===== src/rtl/mem_stage.sv =====
// MEM stage of the in-order pipeline: waits for the data-SRAM response, buffers it
// while WB stalls, extracts load data and drops responses left over from flushed requests.
module mem_stage (
  input  logic        clk,
  input  logic        reset,
  input  logic        es_to_ms_valid,
  output logic        ms_allowin,
  input  logic [31:0] es_pc,
  input  logic [31:0] es_result,
  input  logic        es_mem_req,
  input  logic [4:0]  es_ld_op,
  input  logic        es_rf_we,
  input  logic [4:0]  es_rf_waddr,
  input  logic        es_ex,
  input  logic        es_addr_hs,
  input  logic        data_sram_data_ok,
  input  logic [31:0] data_sram_rdata,
  input  logic        ws_allowin,
  input  logic        except_flush,
  output logic        ms_to_ws_valid,
  output logic [31:0] ms_pc,
  output logic [31:0] ms_final_result,
  output logic        ms_rf_we,
  output logic [4:0]  ms_rf_waddr,
  output logic        ms_ex,
  output logic        ms_ld_pending
);

  logic        vld_p0;
  logic [31:0] pc_p0;
  logic [31:0] result_p0;
  logic [4:0]  ld_op_p0;
  logic        rf_we_p0;
  logic [4:0]  waddr_p0;
  logic        ex_p0;
  logic        mem_req_p0;
  logic        buf_valid;
  logic [31:0] rdata_buf;
  logic [1:0]  discard_cnt;

  logic        resp_ok;
  logic        ms_ready_go;
  logic        leave;
  logic        stale_inflight;
  logic [1:0]  flush_inc;
  logic        discard_dec;
  logic [31:0] load_word;

  function automatic logic [1:0] sat_cnt(input logic [1:0] cnt, input logic [1:0] inc,
                                         input logic dec);
    logic [2:0] sum;
    sum = {1'b0, cnt} + {1'b0, inc} - {2'b00, dec};
    return (sum > 3'd3) ? 2'd3 : sum[1:0];
  endfunction

  // op is one-hot {ld_w, ld_h, ld_hu, ld_b, ld_bu}
  function automatic logic [31:0] load_extract(input logic [4:0] op, input logic [1:0] off,
                                               input logic [31:0] word);
    logic signed [7:0]  b;
    logic signed [15:0] h;
    logic [31:0]        res;
    case (off)
      2'd0:    b = word[7:0];
      2'd1:    b = word[15:8];
      2'd2:    b = word[23:16];
      default: b = word[31:24];
    endcase
    h = off[1] ? word[31:16] : word[15:0];
    if (op[4])      res = word;
    else if (op[3]) res = {{16{h[15]}}, h};
    else if (op[2]) res = {16'h0000, h};
    else if (op[1]) res = {{24{b[7]}}, b};
    else            res = {24'h000000, b};
    return res;
  endfunction

  // A response only belongs to this stage once every stale one has been swallowed.
  assign resp_ok        = data_sram_data_ok & (discard_cnt == 2'd0);
  assign ms_ready_go    = ~mem_req_p0 | ex_p0 | resp_ok | buf_valid;
  assign ms_allowin     = ~vld_p0 | (ms_ready_go & ws_allowin);
  assign ms_to_ws_valid = vld_p0 & ms_ready_go;
  assign leave          = ms_to_ws_valid & ws_allowin;

  assign stale_inflight = vld_p0 & mem_req_p0 & ~buf_valid & ~data_sram_data_ok;
  assign flush_inc      = except_flush ? ({1'b0, stale_inflight} + {1'b0, es_addr_hs}) : 2'd0;
  assign discard_dec    = data_sram_data_ok & (discard_cnt != 2'd0);

  assign load_word       = buf_valid ? rdata_buf : data_sram_rdata;
  assign ms_final_result = ((|ld_op_p0) & ~ex_p0) ? load_extract(ld_op_p0, result_p0[1:0], load_word)
                                                  : result_p0;
  assign ms_pc           = pc_p0;
  assign ms_rf_we        = vld_p0 & rf_we_p0;
  assign ms_rf_waddr     = waddr_p0;
  assign ms_ex           = vld_p0 & ex_p0;
  assign ms_ld_pending   = vld_p0 & (|ld_op_p0) & ~ex_p0 & ~resp_ok & ~buf_valid;

  // ---- EX -> MEM stage register ----
  always_ff @(posedge clk) begin
    if (reset) begin
      vld_p0      <= 1'b0;
      pc_p0       <= '0;
      result_p0   <= '0;
      ld_op_p0    <= '0;
      rf_we_p0    <= 1'b0;
      waddr_p0    <= '0;
      ex_p0       <= 1'b0;
      mem_req_p0  <= 1'b0;
      buf_valid   <= 1'b0;
      discard_cnt <= 2'd0;
    end else begin
      if (except_flush)    vld_p0 <= 1'b0;
      else if (ms_allowin) vld_p0 <= es_to_ms_valid;

      if (es_to_ms_valid & ms_allowin) begin
        pc_p0      <= es_pc;
        result_p0  <= es_result;
        ld_op_p0   <= es_ld_op;
        rf_we_p0   <= es_rf_we;
        waddr_p0   <= es_rf_waddr;
        ex_p0      <= es_ex;
        mem_req_p0 <= es_mem_req;
      end

      discard_cnt <= sat_cnt(discard_cnt, flush_inc, discard_dec);

      if (except_flush | leave)
        buf_valid <= 1'b0;
      else if (resp_ok & vld_p0 & mem_req_p0 & ~ws_allowin)
        buf_valid <= 1'b1;
    end
  end

  always_ff @(posedge clk) begin
    if (resp_ok & vld_p0 & mem_req_p0 & ~ws_allowin & ~except_flush & ~leave)
      rdata_buf <= data_sram_rdata;
  end

endmodule


===== config.mk =====
export PLATFORM = sky130hd
export DESIGN_NAME = mem_stage
export DESIGN_NICKNAME = d
export VERILOG_FILES = /design/src/rtl/mem_stage.sv
export SDC_FILE = /design/constraint.sdc
export NUM_CORES = 1
export LEC_CHECK = 0
export ABC_CLOCK_PERIOD_IN_PS = 6900
export CAP_MARGIN = 20
export CORE_MARGIN = 2
export CORE_UTILIZATION = 25
export DETAILED_ROUTE_END_ITERATION = 8
export PLACE_DENSITY = 0.48
export SLEW_MARGIN = 20
export SYNTH_ARGS = -nofsm -noshare
export SYNTH_HDL_FRONTEND = slang
export SYNTH_SLANG_ARGS = --single-unit

===== constraint.sdc =====
create_clock -name clk -period 6.9 [get_ports clk]
set_input_delay 0.69 -clock clk [delete_from_list [all_inputs] [get_ports clk]]
set_output_delay 0.69 -clock clk [all_outputs]
set_load 0.03 [all_outputs]

==> qor.csv, run 1 <==
stage;metric;value;unit
cells_and_area;Final nets;892;
synthesis;Post-synth ARST share;0;%
grt;largest net degree at the start of global routing;158;
floorplan;Starting Density;25.4;%
sta;Worst Tran Pin Value;1110;ps
route;WL met1;8.60;mm
power_and_ir_drop;Combinational Power Share;24.0;%
sta;skew final;6.75;ps
power_and_ir_drop;power share of the clock group;43.7;%
synthesis;mapped cell area;0.00615;mm^2
route;post-DR wirelength/cell;17.3;um
route;Initial DRT Pass Iterations;4;
power_and_ir_drop;Worst VDD drop;0.123;mV
clocking;CTS Hold Bufs;0;
clocking;Sink Count;113;
clocking;Post-CTS Setup Bufs;0;
route;met3 WL;1.64;mm
grt;vias in the first global route;5304;
sta;fin. max-slew vios;0;
synthesis;biggest area consumer among synthesized cells;dfxtp_1;
power_and_ir_drop;Pint;1.64;mW
sta;f_max;221;MHz
synthesis;Post-synth top cells;155 x nand2b_1, 109 x mux2i_1, 81 x dfxtp_1;
synthesis;syn_nets;725;
critical_path;reg-to-reg slack, setup;4270;ps
grt;Tot GR Track Use;14.9;%
clocking;post-cts gate resize count;0;
route;DR iter-0 viols;250;
clocking;CTS clock-pin slew for the worst setup and hold paths;60;ps
critical_path;crit path capture type;primary output;
floorplan;I/O pin count;190;
clocking;clock buffer count from CTS;17;
critical_path;startpoint types;register;
sta;Final Hold Fails;0;
sta;final worst setup slack;2380;ps
clocking;root buf cell;clkbuf_16;
sta;post-route minimum period;4520;ps
sta;Slew headroom;26.0;%
synthesis;EDFF count, synth;32;
cells_and_area;ratio of cells with drive above 1 in the final layout;8.29;%
outcome;status;completed;
sta;crit share post-route;65.5;%
floorplan;die area;0.0259;mm^2
synthesis;Synth warnings;0;
power_and_ir_drop;Sw Share;29.1;%
clocking;H-tree depth;4;
floorplan;die width;161;um
sta;final setup vio count;0;
power_and_ir_drop;P_sw;0.673;mW
critical_path;Arrival @ worst endpoint;3830;ps
route;Vias/cell;4.58;
sta;final setup TNS;0;ps
min_path;type of the worst min-delay path;register to register;
route;met2 WL post-DR;8.52;mm
clocking;CTS tree;built;
route;DRC Markers;0;
synthesis;post-synth top area share;26.4;%
grt;first-pass GRT wire length;30.0;mm
cells_and_area;register area;0.00258;mm^2
cells_and_area;Area Overhead vs Synth;45.5;%
place;number of port buffers;189;
place;gpl congestion;0.763;
floorplan;row count;57;
route;Highest Signal Layer;met5;
place;Final HPWL DP;13.7;mm
clocking;Skew-Pair Late Insertion Delay;410;ps
power_and_ir_drop;power per cell area;259;mW/mm^2
power_and_ir_drop;Design Power;2.31;mW
synthesis;synth top area cells;dfxtp_1 26%, mux2i_1 18%, nand2b_1 16%;
critical_path;CP required;6210;ps
floorplan;Core Box Area;0.0242;mm^2
route;vias;5074;
synthesis;syn avg cell area;10.2;um^2
grt;initial antenna violation count;4;
run;max-cap violations;0;
route;drt total wl;19.2;mm
cells_and_area;# fillers;2439;
critical_path;CP max FO;57;
cells_and_area;area of the multi-input gates;0.00331;mm^2
power_and_ir_drop;Flop pwr share;32.3;%
synthesis;most frequent cell after synthesis;nand2b_1;
synthesis;FF+latch count, synth;113;
synthesis;unique cell type count in the Yosys netlist;44;
place;DP Worst Slack;2770;ps
synthesis;Cells after Synth;604;
synthesis;sequential area share after synthesis;42.0;%
sta;RSZ-0062 raised after global routing;no;
grt;Overflow after GRT;0;
clocking;maximum root-to-sink buffer count;2;
power_and_ir_drop;Lkg Pwr;3.22;nW
route;Routed Antenna Nets;0;
synthesis;Synth Flop Type;dfxtp_1;
critical_path;worst setup path class;register to primary output;
floorplan;chip height;161;um
==> worst paths after layout <==
kind                               to           start  cells after the start
setup reg to reg             ms_pc[2]  discard_cnt[1]                      6
hold / removal               rf_we_p0        rf_we_p0                      2
setup / recovery  ms_final_result[11]     ld_op_p0[4]                      7
hold reg to reg              rf_we_p0        rf_we_p0                      2
==> area by class of cell <==
cell class / instances / share of cell area (%)
antenna: 1 / 0.0280
clock buffer: 18 / 5.03
clock inverter: 14 / 2.53
inverter: 8 / 0.336
multi-input combinational: 436 / 37.0
sequential: 113 / 28.9
tap: 324 / 4.53
timing repair buffer: 195 / 21.7
==> flip-flops by register name, indices dropped and copies added (netlist names) <==
name	flops
buf_valid	1
discard_cnt	2
ex_p0	1
ld_op_p0	5
mem_req_p0	1
ms_pc	32
ms_rf_waddr	5
rdata_buf	32
result_p0	32
rf_we_p0	1
vld_p0	1
==> placed cells by master, fill, tap and decap left out, types with 7 or more instances in the layout <==
cell and instances:
a21oi_1 10, a311oi_1 16, a311oi_2 7, and2_1 9
clkbuf_16 18, clkdlybuf4s50_1 188, dfxtp_1 80, edfxtp_1 32
inv_1 8, mux2_2 9, mux2i_1 109, nand2_1 24
nand2b_1 155, nor2_1 24, o211ai_1 7, o21ai_0 21
o32ai_1 7
==> worst max-delay path: stages (launching register included) <==
cell and delay, ps:
dfxtp_1 300, buf_4 370, inv_1 360, a21oi_4 200, buf_4 530, nand4_1 460, o211ai_1 440, clkdlybuf4s50_1 740
==> stage by stage <==
stage,cells,utilization [%],hold slack [ps],instance area [um^2]
final,1109,36.9,469,8950
after global routing,1108,36.9,489,8950
after CTS,1108,36.9,475,8940
after detailed placement,1076,34.1,461,8270
after global placement,1076,34.1,458,8270
after floorplan,604,-,444,6150
==> power groups by stage <==
stage	Combinational, mW	Clock, mW	Sequential (mW)
6_report	0.556	1.01	0.748
5_1_grt	0.598	1.07	0.752
4_1_cts	0.563	1.04	0.749
3_5_place_dp	0.560	0	0.762
3_3_place_gp	0.553	0	0.761
2_1_floorplan	0.307	0	0.780
==> metal layers <==
layer / track usage (%) / vias to the layer above
li1: - / 2469
met1: 19.0 / 2409
met2: 23.0 / 168
met3: 6.25 / 22
met4: 4.55 / 6
met5: 0 / -
==> cells by family after synthesis <==
group                    count (synthesis)  synth area share, %
AND/OR/NAND/NOR                        230                 21.7
multiplexers                           120                 20.2
flip-flops                             113                 42.0
AO/OA/AOI/OAI                           80                 10.3
buffers and inverters                   55                 4.56
adder cells (fa/ha/maj)                  5                 1.14
XOR/XNOR                                 1                0.142
No activity file was read; power rests on OpenSTA's default activity.
==> run 2, diff against run 1 <==
- ABC_CLOCK_PERIOD_IN_PS: 6900 -> 4100
- PLACE_DENSITY: 0.48 -> 0.5
- clock period: 6.9 -> 4.1 ns (I/O delays scaled with it)
==> run 2 against run 1 <==
Net effect: count of clock-buffer cells in the layout increased by 1; die area unchanged; sequential cell count unchanged; largest cell class unchanged; critical endpoint is now ms_final_result[31].
==> qor.csv, run 2 (synthesis results as in run 1) <==
stage;metric;value;unit
cells_and_area;commonest non-fill, non-tap cell in the layout;clkdlybuf4s50_1;
grt;Overflow after GRT;0;
route;DRC Markers;0;
floorplan;Core Box Area;0.0242;mm^2
sta;crit share post-route;84.4;%
route;Initial DRT Pass Iterations;6;
floorplan;row count;57;
clocking;Sink Count;113;
floorplan;chip height;161;um
sta;RSZ-0062 raised after global routing;no;
clocking;clock buffer count from CTS;17;
critical_path;reg-to-reg slack, setup;1720;ps
cells_and_area;most frequent cells in the layout;180 x clkdlybuf4s50_1, 155 x nand2b_1, 109 x mux2i_1;
power_and_ir_drop;Combinational Power Share;25.8;%
critical_path;worst setup path class;register to primary output;
sta;f_max;289;MHz
grt;initial antenna violation count;5;
clocking;Skew-Pair Late Insertion Delay;410;ps
floorplan;die width;161;um
power_and_ir_drop;Pint;2.54;mW
route;Vias/cell;4.43;
min_path;type of the worst min-delay path;register to register;
critical_path;CP max FO;16;
place;number of port buffers;189;
route;DR iter-0 viols;301;
place;DP Worst Slack;853;ps
place;Final HPWL DP;13.6;mm
grt;Tot GR Track Use;14.8;%
clocking;CTS clock-pin slew for the worst setup and hold paths;50;ps
sta;final setup vio count;0;
floorplan;I/O pin count;190;
route;Routed Antenna Nets;0;
sta;Slew headroom;53.8;%
route;vias;4944;
critical_path;CP bufs+invs;2;
power_and_ir_drop;Sw Share;30.4;%
grt;largest net degree at the start of global routing;78;
sta;Worst Tran Pin Value;686;ps
critical_path;slowest CP cell;clkdlybuf4s50_1;
clocking;post-cts gate resize count;0;
run;max-cap violations;0;
place;gpl congestion;0.820;
sta;fin. max-slew vios;0;
clocking;H-tree depth;4;
power_and_ir_drop;power per cell area;410;mW/mm^2
power_and_ir_drop;Design Power;3.65;mW
floorplan;die area;0.0259;mm^2
clocking;root buf cell;clkbuf_16;
critical_path;crit path capture type;primary output;
route;post-DR wirelength/cell;17.0;um
sta;post-route minimum period;3460;ps
critical_path;startpoint types;register;
cells_and_area;Final nets;897;
floorplan;Starting Density;25.4;%
power_and_ir_drop;Lkg Pwr;3.22;nW
sta;skew final;10.0;ps
power_and_ir_drop;P_sw;1.11;mW
outcome;status;completed;
critical_path;CP required;3690;ps
critical_path;CP peak stage delay;740;ps
power_and_ir_drop;power share of the clock group;39.8;%
critical_path;CP delay by family, top;simple AND/OR/NAND/NOR gates;
clocking;Post-CTS Setup Bufs;0;
sta;final setup TNS;0;ps
clocking;maximum root-to-sink buffer count;2;
power_and_ir_drop;Worst VDD drop;0.154;mV
sta;Final Hold Fails;0;
route;drt total wl;18.9;mm
cells_and_area;Area Overhead vs Synth;44.9;%
grt;first-pass GRT wire length;29.5;mm
critical_path;Arrival @ worst endpoint;3050;ps
grt;vias in the first global route;5063;
sta;final worst setup slack;638;ps
cells_and_area;ratio of cells with drive above 1 in the final layout;9.63;%
clocking;CTS Hold Bufs;0;
clocking;CTS tree;built;
power_and_ir_drop;Flop pwr share;34.4;%
critical_path;crit-path cells;nor4_1 -> nor3_1 -> and4_1 -> buf_4 -> a311oi_1 -> clkdlybuf4s50_1;
run 2: cell types whose count changed in the layout (fill, tap and decap cells not counted), moves of 2 or more:
cell             delta
clkdlybuf4s50_1     -8
clkbuf_1            +2
diode_2             +2
bufinv_16           -3
clkinv_2            +4
buf_4              +10
buf_12              +4
clkinv_4            -3
run 2: through the flow:
step	util [%]	instances	area, um^2	hold slack [ps]
5_1_grt	36.7	1113	8900	487
3_3_place_gp	34.4	1081	8330	458
3_5_place_dp	34.4	1081	8330	460
6_report	36.7	1116	8910	472
2_1_floorplan	-	604	6150	444
4_1_cts	36.7	1113	8900	475
run 2: power groups by stage:
stage / combinational, mW / sequential (mW) / clock [mW]
global route: 1.02 / 1.26 / 1.55
floorplan: 0.517 / 1.31 / 0
detailed placement: 0.949 / 1.28 / 0
global placement: 0.949 / 1.28 / 0
finish: 0.942 / 1.26 / 1.45
CTS: 0.951 / 1.26 / 1.50
run 2: path summary, 6_finish.rpt:
| check | from | endpoint | cells after the start |
|---|---|---|---|
| setup / recovery | ld_op_p0[1] | ms_final_result[31] | 6 |
| hold / removal | ms_pc[7] | ms_pc[7] | 2 |
| setup reg to reg | vld_p0 | discard_cnt[1] | 10 |
| hold reg to reg | ms_pc[7] | ms_pc[7] | 2 |
run 2: area by class of cell:
| class | instances | area [um^2] |
|---|---|---|
| diodes | 3 | 7.51 |
| clock inverters | 13 | 138 |
| flip-flops and latches | 113 | 2580 |
| well taps | 324 | 405 |
| repair buffers | 200 | 2000 |
| clock buffers | 19 | 433 |
| inverters | 8 | 30.0 |
| multi-input cells | 436 | 3310 |
| fillers | 2489 | 15300 |
run 2: worst min-delay path, delay by kind of cell, from the launching register on:
kind	cells	cell delay [ps]
multiplexers	1	60
flip-flops	1	310
AND/OR/NAND/NOR	1	60
run 2: routing by layer:
layer	vias up	wire [um]	global-route usage, %
met3	18	1570	5.97
met2	177	8470	22.9
li1	2485	-	-
met4	4	225	4.14
met5	-	25	0
met1	2260	8640	19.1
==> run 3, diff against run 2 <==
- ABC_CLOCK_PERIOD_IN_PS: 4100 -> 3000
- clock period: 4.1 -> 3 ns (I/O delays scaled with it)
==> run 3 against run 2 <==
Net effect: register-to-register slack worse by 1100 ps; routed wire length grew 1.1%; clock power up 48%; critical path depth unchanged; sequential cell count is the same; via count up 0.77%; count of clock-buffer cells in the layout rose by 4; global-route usage up 0.29 points; sequential power increased by 37%; hold slack lost 20 ps; first-iteration DRC count decreased by 8.3%; die area is the same; critical path type unchanged; largest cell class unchanged; largest power group unchanged.
==> qor.csv, run 3 (synthesis results as in run 1) <==
stage;metric;value;unit
outcome;status;completed;
critical_path;worst setup path class;register to primary output;
min_path;Min-Delay Path Depth;3;
clocking;CTS tree;built;
grt;largest net degree at the start of global routing;88;
clocking;post-cts gate resize count;0;
power_and_ir_drop;Lkg Pwr;3.32;nW
clocking;maximum root-to-sink buffer count;2;
floorplan;die width;161;um
clocking;CTS Hold Bufs;0;
cells_and_area;fin util;37.0;%
cells_and_area;# fillers;2486;
cells_and_area;register area;0.00258;mm^2
floorplan;Core Box Area;0.0242;mm^2
sta;crit share post-route;92.0;%
critical_path;Arrival @ worst endpoint;2460;ps
route;Initial DRT Pass Iterations;5;
min_path;type of the worst min-delay path;input port to register;
grt;initial antenna violation count;3;
place;gpl congestion;0.788;
critical_path;CP peak stage delay;650;ps
grt;Overflow after GRT;0;
sta;post-route minimum period;2760;ps
route;post-DR wirelength/cell;17.1;um
place;number of port buffers;189;
critical_path;CP bufs+invs;2;
grt;Tot GR Track Use;15.1;%
floorplan;row count;57;
route;Routed Antenna Nets;0;
power_and_ir_drop;power per cell area;573;mW/mm^2
cells_and_area;area of the multi-input gates;0.00331;mm^2
clocking;H-tree depth;4;
floorplan;I/O pin count;190;
clocking;root buf cell;clkbuf_16;
clocking;clock buffer count from CTS;17;
critical_path;critical path depth in cells;6;
clocking;Post-CTS Setup Bufs;0;
sta;final setup vio count;0;
sta;final setup TNS;0;ps
place;Final HPWL DP;13.9;mm
critical_path;startpoint types;register;
clocking;Sink Count;113;
grt;first-pass GRT wire length;30.0;mm
sta;f_max;362;MHz
critical_path;CP required;2700;ps
sta;RSZ-0062 raised after global routing;no;
floorplan;Starting Density;25.4;%
floorplan;die area;0.0259;mm^2
route;drt total wl;19.1;mm
critical_path;crit-path cells;mux4_1 -> mux2_2 -> nand4_1 -> buf_4 -> o211ai_1 -> buf_12;
route;Vias/cell;4.44;
sta;Final Hold Fails;0;
critical_path;r2r worst-path depth;10;
clocking;CTS clock-pin slew for the worst setup and hold paths;50;ps
cells_and_area;Area Overhead vs Synth;46.1;%
clocking;Skew-Pair Late Insertion Delay;410;ps
critical_path;CP delay by family, top;multiplexers;
sta;Worst Tran Pin Value;647;ps
run;max-cap violations;0;
power_and_ir_drop;Worst VDD drop;0.265;mV
cells_and_area;most frequent cells in the layout;155 x nand2b_1, 155 x clkdlybuf4s50_1, 109 x mux2i_1;
sta;skew final;8.68;ps
critical_path;slowest CP cell;mux4_1;
sta;fin. max-slew vios;0;
sta;Slew headroom;56.7;%
cells_and_area;Final nets;902;
cells_and_area;ratio of cells with drive above 1 in the final layout;13.2;%
critical_path;crit path capture type;primary output;
route;DR iter-0 viols;276;
floorplan;chip height;161;um
grt;vias in the first global route;5108;
route;DRC Markers;0;
critical_path;CP max FO;8;
route;vias;4982;
run 3: changes by cell type in the layout (fill, tap and decap cells not counted), moves of 2 or more:
cell	previous run	this run
clkdlybuf4s50_1	180	155
buf_4	16	42
clkbuf_8	0	2
buf_12	4	8
inv_6	2	0
run 3: path summary, 6_finish.rpt:
path              startpoint                   to  slack [ps]
setup reg to reg      vld_p0       discard_cnt[0]         650
hold reg to reg     ms_pc[3]             ms_pc[3]         470
hold / removal     es_pc[25]            ms_pc[25]         450
setup / recovery   buf_valid  ms_final_result[11]         240
run 3: stage by stage:
stage                     std cells  instance area [um^2]  power (mW)  hold WS (ps)  setup slack, ps
final                          1121                  8980        5.15           452              239
after global routing           1118                  8980        5.40           445             95.5
after CTS                      1117                  8970        5.23           435             42.7
after detailed placement       1085                  8350        3.06           462              270
after global placement         1085                  8350        3.06           459              304
after floorplan                 604                  6150        2.50           399              406
run 3: cell type report:
cell class	instances	share of cell area [%]
multi-input combinational	436	36.9
clock inverter	9	1.43
inverter	8	0.334
antenna	3	0.0836
sequential	113	28.8
tap	324	4.51
timing repair buffer	205	22.6
clock buffer	23	5.45
run 3: where the power goes:
part | switching (mW) | internal (mW) | leakage [nW]
combinational | 0.707 | 0.591 | 2.06
clock | 0.738 | 1.40 | 0.298
sequential | 0.0636 | 1.65 | 0.956
total | 1.51 | 3.64 | 3.32
run 3: layer usage:
metal | global-route usage, % | vias up | wire length [um]
met1 | 19.5 | 2283 | 8530
li1 | - | 2498 | -
met4 | 4.63 | 0 | 221
met3 | 6.46 | 14 | 1920
met2 | 22.9 | 187 | 8460
met5 | 0 | - | 0
run 3: worst reg2reg max path: cells and delay by family (launching register included):
| kind | cells | cell delay [ps] |
|---|---|---|
| compound gates | 1 | 90 |
| flops | 1 | 510 |
| buf+inv | 2 | 100 |
| simple gates | 2 | 370 |
| fa+ha+maj | 4 | 990 |
| xor+xnor | 1 | 180 |
